==> config.mk <==
export PLATFORM = sky130hd
export DESIGN_NAME = clk_debug_divider
export DESIGN_NICKNAME = d
export VERILOG_FILES = /design/src/rtl/clk_debug_divider.sv
export SDC_FILE = /design/constraint.sdc
export NUM_CORES = 1
export LEC_CHECK = 0
export ABC_AREA = 1
export ABC_CLOCK_PERIOD_IN_PS = 2100
export BUFFER_PORTS_ARGS = -buffer_cell sky130_fd_sc_hd__buf_2
export CAP_MARGIN = 20
export CORE_UTILIZATION = 55
export CTS_CLUSTER_SIZE = 16
export DETAILED_ROUTE_END_ITERATION = 8
export PLACE_DENSITY = 0.76
export SLEW_MARGIN = 20
export SYNTH_ARGS = -nofsm -noshare
export SYNTH_HDL_FRONTEND = slang
export SYNTH_SLANG_ARGS = --single-unit
==> constraint.sdc <==
create_clock -name clk -period 2.1 [get_ports clk]
set_input_delay 0.42 -clock clk [delete_from_list [all_inputs] [get_ports clk]]
set_output_delay 0.42 -clock clk [all_outputs]
set_load 0.05 [all_outputs]
==> src/rtl/clk_debug_divider.sv <==
// clk_debug_divider: multi-channel debug clock divider with PLL lock monitor
// and heartbeat LED, all clocked by the PLL output clock.
// Optional build macro: CLKDBG_SYNC_RESTART_EN. When it is defined, a divider
// load restarts every channel phase-aligned on the following cycle. When it is
// undefined, each channel picks up its new value at its own terminal count.
module clk_debug_divider #(
  parameter int NUM_CH      = 2,
  parameter int CNT_W       = 16,
  parameter int DEFAULT_DIV = 1,
  parameter int HB_W        = 24,
  parameter int LOSS_W      = 8
) (
  input  logic                    clk,
  input  logic                    reset_n,
  input  logic                    enable,
  input  logic                    div_load,
  input  logic [NUM_CH*CNT_W-1:0] div_value,
  input  logic                    pll_locked,
  input  logic                    lock_lost_clear,
  output logic [NUM_CH-1:0]       debug_clk_out,
  output logic                    heartbeat_led,
  output logic                    lock_lost,
  output logic [LOSS_W-1:0]       loss_count,
  output logic                    locked_sync
);

  localparam logic [CNT_W-1:0]  DEF_DIV  = CNT_W'(DEFAULT_DIV);
  localparam logic [CNT_W-1:0]  ONE      = CNT_W'(1);
  localparam logic [LOSS_W-1:0] LOSS_MAX = '1;

  logic [CNT_W-1:0]  r_cnt    [NUM_CH];
  logic [CNT_W-1:0]  r_active [NUM_CH];
  logic [CNT_W-1:0]  r_shadow [NUM_CH];
  logic              r_out    [NUM_CH];

  logic              r_sync1;
  logic              r_sync2;
  logic              r_syncPrev;
  logic              r_lockLost;
  logic [LOSS_W-1:0] r_lossCnt;
  logic [HB_W-1:0]   r_hbCnt;
  logic              w_lossEdge;

  // Shadow registers capture every load, even while the counters are frozen.
  always_ff @(posedge clk or negedge reset_n) begin
    if (!reset_n) begin
      for (int i = 0; i < NUM_CH; i++) r_shadow[i] <= DEF_DIV;
    end else if (div_load) begin
      for (int i = 0; i < NUM_CH; i++) r_shadow[i] <= div_value[i*CNT_W +: CNT_W];
    end
  end

`ifdef CLKDBG_SYNC_RESTART_EN
  logic r_restart;

  // Remember that a load happened so all channels restart together next cycle.
  always_ff @(posedge clk or negedge reset_n) begin
    if (!reset_n) r_restart <= 1'b0;
    else          r_restart <= div_load;
  end
`endif

  for (genvar g = 0; g < NUM_CH; g++) begin : g_ch
    logic w_tc;
    assign w_tc = (r_active[g] != '0) && (r_cnt[g] == r_active[g] - ONE);

`ifdef CLKDBG_SYNC_RESTART_EN
    // Phase-aligned restart on load; otherwise count and toggle at terminal count.
    always_ff @(posedge clk or negedge reset_n) begin
      if (!reset_n) begin
        r_cnt[g]    <= '0;
        r_active[g] <= DEF_DIV;
        r_out[g]    <= 1'b0;
      end else if (r_restart) begin
        r_cnt[g]    <= '0;
        r_active[g] <= r_shadow[g];
        r_out[g]    <= 1'b0;
      end else if (enable) begin
        if (r_active[g] == '0) begin
          r_cnt[g] <= '0;
          r_out[g] <= 1'b0;
        end else if (w_tc) begin
          r_cnt[g] <= '0;
          r_out[g] <= ~r_out[g];
        end else begin
          r_cnt[g] <= r_cnt[g] + ONE;
        end
      end
    end
`else
    logic [CNT_W-1:0] w_nextDiv;
    assign w_nextDiv = div_load ? div_value[g*CNT_W +: CNT_W] : r_shadow[g];

    // Count and toggle; a new divide value is only taken at terminal count
    // (or straight away when parked) so no half-period is ever cut short.
    always_ff @(posedge clk or negedge reset_n) begin
      if (!reset_n) begin
        r_cnt[g]    <= '0;
        r_active[g] <= DEF_DIV;
        r_out[g]    <= 1'b0;
      end else if (enable) begin
        if (r_active[g] == '0) begin
          r_cnt[g]    <= '0;
          r_active[g] <= r_shadow[g];
          r_out[g]    <= 1'b0;
        end else if (w_tc) begin
          r_cnt[g]    <= '0;
          r_active[g] <= w_nextDiv;
          r_out[g]    <= (w_nextDiv == '0) ? 1'b0 : ~r_out[g];
        end else begin
          r_cnt[g]    <= r_cnt[g] + ONE;
        end
      end
    end
`endif
  end

  // Pack the per-channel output flops onto the output bus.
  always_comb begin
    debug_clk_out = '0;
    for (int i = 0; i < NUM_CH; i++) debug_clk_out[i] = r_out[i];
  end

  // Two-flop synchroniser for the asynchronous lock signal, plus its delayed copy.
  always_ff @(posedge clk or negedge reset_n) begin
    if (!reset_n) begin
      r_sync1    <= 1'b0;
      r_sync2    <= 1'b0;
      r_syncPrev <= 1'b0;
    end else begin
      r_sync1    <= pll_locked;
      r_sync2    <= r_sync1;
      r_syncPrev <= r_sync2;
    end
  end

  assign w_lossEdge = r_syncPrev & ~r_sync2;

  // Sticky loss flag and saturating loss counter; a new loss beats a clear.
  always_ff @(posedge clk or negedge reset_n) begin
    if (!reset_n) begin
      r_lockLost <= 1'b0;
      r_lossCnt  <= '0;
    end else begin
      if (w_lossEdge) begin
        r_lockLost <= 1'b1;
        if (r_lossCnt != LOSS_MAX) r_lossCnt <= r_lossCnt + 1'b1;
      end else if (lock_lost_clear) begin
        r_lockLost <= 1'b0;
      end
    end
  end

  // Free-running heartbeat counter, independent of the divider enable.
  always_ff @(posedge clk or negedge reset_n) begin
    if (!reset_n) r_hbCnt <= '0;
    else          r_hbCnt <= r_hbCnt + 1'b1;
  end

  assign locked_sync   = r_sync2;
  assign lock_lost     = r_lockLost;
  assign loss_count    = r_lossCnt;
  assign heartbeat_led = r_hbCnt[HB_W-1] & r_sync2;

endmodule

==> reports/summary.md <==
The flow ran to the end, but the final reports show violations. The final reports fail on setup timing. After routing the design area is 9430 sq um. The sequential-to-total area share from yosys stat was 43.54%; the shortest period the worst path allows was 2.155 ns. In the post-synthesis netlist, the biggest area contributors are sky130_fd_sc_hd__dfrtp_1, sky130_fd_sc_hd__nand2_1, sky130_fd_sc_hd__inv_1. Clock tree synthesis inserted a total of 17 buffers. Global routing used 25.83% of the available tracks across all layers.

CTS placed an instance of sky130_fd_sc_hd__clkbuf_16 at the clock tree root. After detailed routing, the met3 layer carries 939 microns of wire. After detailed routing, the total wire length is 17.62 mm.

Of all nets on the critical path, the largest fanout is 5. Summing all placed instances gives a cell area of 8508 sq um. STA classifies the critical path startpoint as a flip-flop.

The run gives 56 as the largest net degree at the start of global routing. Mean post-synth cell area: 7.482 sq um. Dividing the detail-routed via count by the number of cells gives 5.162. Walking the worst path, the cells encountered are nor2_2 > nand2_2 > nor2_2 > nand2_1 > nand2_1 > nand2_1 > nor2_2 > nand3_2 > o21ai_4 > buf_6 > nand2_4 > nand2_2 > nand2_1. On the worst path, the slowest cell contributes a delay of 0.46 ns. Data on the critical path is required at its endpoint by 2.41 ns.

Type of the setup path with the least slack: flip-flop to flip-flop. The slowest stage of the critical path is the sky130_fd_sc_hd__dfrtp_1 cell. The run gives 1077 as the synthesized netlist net count.

For the signal arrival time at the worst endpoint, the log shows 2.46 ns. The final number of max-transition violations was 0. The HPWL reported at the end of detailed placement is 11.88 mm.

In the routed design, unresolved DRC markers number 0. For the number of clock sinks, the log shows 134. STA classifies the critical path endpoint as a flip-flop.

The via count of the first global-routing pass was 6555; the power density normalized to cell area was 1194 nW/um^2. In this run switching power makes up 38.99% of total power. The synthesized instance count was 1031; the part of the power in registers was 33.8%. The portion of total power attributed to the clock network is 29.7%, and the width of the die is 120.4 microns. Counting distinct cell types in the post-synthesis netlist gives 36. Setup repair after global routing could not meet its margin everywhere. Signal routing reaches up to met4.

The area growth from synthesis to layout is 22.25%. The layout net count was 1176. The core region is 13450 sq um. Summed over all nets, wire length on met2 after detailed routing comes to 8.298 mm. TritonCTS built the clock tree.

CTS built an H-tree with a depth of 4. For the share of power burned in combinational logic, the log shows 36.5%. The share of synthesized area in the top cell type comes to 42.17%. The total inserted antenna cells was 0; the row count was 42. The detailed router finished its first iteration with 440 violations.

The headroom to the max-slew limit is 72.02%, and the wire length of the first global-routing pass is 29.66 mm. In the finished design, the share of the clock period the worst path needs comes to 102.6%. At the end of routability-driven placement, the weighted congestion stood at 0.9211. The initial utilization of the core area, before any placement, comes to 57.34%.

After detailed routing, the average wire length per cell comes to 13.37 microns. After synthesis the netlist holds a flip-flop and latch count of 134. Across the run, the number of max-cap violations was 0. Cell internal power dissipation: 6.870 mW. The run gives 8.162 mm as the met1 layer wirelength in the final routing. The cell taking the most area after synthesis was sky130_fd_sc_hd__dfrtp_1.

Of the cells placed in the final design, the portion with a size suffix greater than 1 is 18.21%. The later pin in the worst-skew pair is clocked with a latency of 0.44 ns. The detailed router placed 6803 vias in this run. For the pin with the worst max-slew slack, the measured transition is 0.4153 ns. The worst-case clock buffer depth is 2.

The initial antenna violation count came out at 0. The tightest min-delay check is of the input pin to flip-flop type. For this design the total switching power over the nets is 4.390 mW. The total count of hold-check failures in the final report was 0; the number of port buffers was 50. The worst clock skew came out at 0.01655 ns.

Counting stages on the worst path, the most repeated cell is sky130_fd_sc_hd__nand2_1. Post-synthesis cell area: 7714 sq um. The hold-critical path depth works out to 1.

The number of setup violations in the final report came out at 31. VDD sags by at most 1.053 mV. Hold timing on the final database bottoms out at a slack of 0.08802 ns.

Counting cells, the worst reg-to-reg path comes to 13. The clock-pin slew of the registers on the worst-case setup and hold paths works out to 0.06 ns. The final worst setup slack came out at -0.05496 ns. The post-route antenna net violation count is 0, and the floorplan die height is 120.4 microns. In this run the static leakage power is 4.824 nW.

The area of the die was 14500 sq um. The leftover overflow at the end of global routing came out at 0. The number of iterations in the first detailed-routing pass came out at 6. The number of warnings reported in the yosys synthesis log is 0, and the accumulated negative setup slack is -0.4134 ns. The number of I/O pins was 51.

The run gives 0.4640 GHz as the timing-limited maximum frequency.
-- cells in the mapped netlist (all sizes together) --
cell type and number:
dfstp 4, o22ai 3, buf 11, nand2 291, nor3b 1, xnor2 28
clkbuf 17, o21bai 2, ha 8, nand4 17, inv 139, nor3 19
nand3 84, a21oi 22, nor2 111, nand3b 6, or2 1, o211ai 1
xor2 53, mux2 1, nor4 9, dfrtp 130, o21ai 73
-- critical path: cells and delay by family, from the launching register on --
family,cells,cell delay (ns)
simple gates,11,1.17
buf+inv,1,0.14
flops,1,0.46
compound gates,1,0.23
-- path summary, 6_finish.rpt --
check,startpoint,end,slack (ns)
worst max-delay path,r_active[6]$_DFFE_PN0P_,r_active[2]$_DFFE_PN0P_,-0.05
worst min-delay path,pll_locked,r_sync1$_DFF_PN0_,0.09
worst max register to register,r_active[6]$_DFFE_PN0P_,r_active[2]$_DFFE_PN0P_,-0.05
worst min register to register,r_sync1$_DFF_PN0_,locked_sync$_DFF_PN0_,0.35
max in group asynchronous,reset_n,r_active[16]$_DFFE_PN1P_,1.01
min in group asynchronous,reset_n,r_hbCnt[3]$_DFF_PN0_,0.45
-- cells in the final DEF, fill, tap and decap left out, types with 21 or more instances in the layout --
cell,count
sky130_fd_sc_hd__nand2_1,267
sky130_fd_sc_hd__inv_1,133
sky130_fd_sc_hd__dfrtp_1,130
sky130_fd_sc_hd__nor2_1,87
sky130_fd_sc_hd__nand3_1,78
sky130_fd_sc_hd__o21ai_0,71
sky130_fd_sc_hd__xor2_1,53
sky130_fd_sc_hd__buf_2,49
sky130_fd_sc_hd__buf_4,42
sky130_fd_sc_hd__xnor2_1,28
sky130_fd_sc_hd__nand2_2,22
sky130_fd_sc_hd__a21oi_1,21
-- cell families (layout without fill, tap and decap cells) --
family | count (synthesis) | in the layout | synth area share (%)
flip-flops | 134 | 134 | 43.54
AO/OA/AOI/OAI | 101 | 101 | 6.845
buffers and inverters | 167 | 276 | 8.645
adder cells (fa/ha/maj) | 8 | 8 | 1.298
XOR/XNOR | 81 | 81 | 9.197
AND/OR/NAND/NOR | 539 | 541 | 30.33
multiplexers | 1 | 1 | 0.1460
-- layout make-up --
type                            instances  area [sq um]
Clock buffer                           18         439.2
Clock inverter                         13         217.7
Fill cell                            1095          4023
Inverter                              139         523.0
Multi-Input combinational cell        732          3854
Sequential cell                       134          3358
Tap cell                              176         220.2
Timing Repair Buffer                  106         818.3
-- sequential cells by signal, indices dropped and copies added, names as in the netlist --
register       count
debug_clk_out      2
r_sync1            1
r_syncPrev         1
loss_count         8
r_cnt             32
lock_lost          1
locked_sync        1
r_hbCnt           24
r_shadow          32
r_active          32
-- power by group through the flow --
stage / combinational, mW / sequential [mW] / clock [mW]
3_3_place_gp: 3.72 / 3.77 / 0
5_1_grt: 4.66 / 3.88 / 3.47
2_1_floorplan: 2.68 / 3.86 / 0
6_report: 4.11 / 3.81 / 3.34
3_5_place_dp: 3.81 / 3.78 / 0
4_1_cts: 3.96 / 3.76 / 3.37
-- metrics by stage --
step | total power [mW] | util [%] | instances | worst slack [ns]
after global placement | 7.487 | 63.24 | 1279 | -0.02331
after global routing | 12.00 | 70.10 | 1318 | -0.2098
final | 11.26 | 70.10 | 1318 | -0.05496
after CTS | 11.09 | 69.22 | 1317 | -0.02826
after detailed placement | 7.587 | 63.24 | 1279 | -0.07100
after floorplan | 6.533 | - | 1031 | 0.001752
-- layer usage --
metal  GRT usage (%)  vias up
li1                -     3449
met1           34.91     3160
met2           41.77      172
met3           5.472       22
met4           7.948        0
met5               0        -
-- timing repair --
action,in CTS,in global routing
hold buffers,1,0
resized for setup,15,36
hold endpoints to repair,36,0
pin swaps,9,12
endpoints found under the setup margin,61,69
gates cloned,3,0
buffers inserted,3,1
Power figures use the tool's default switching activity.
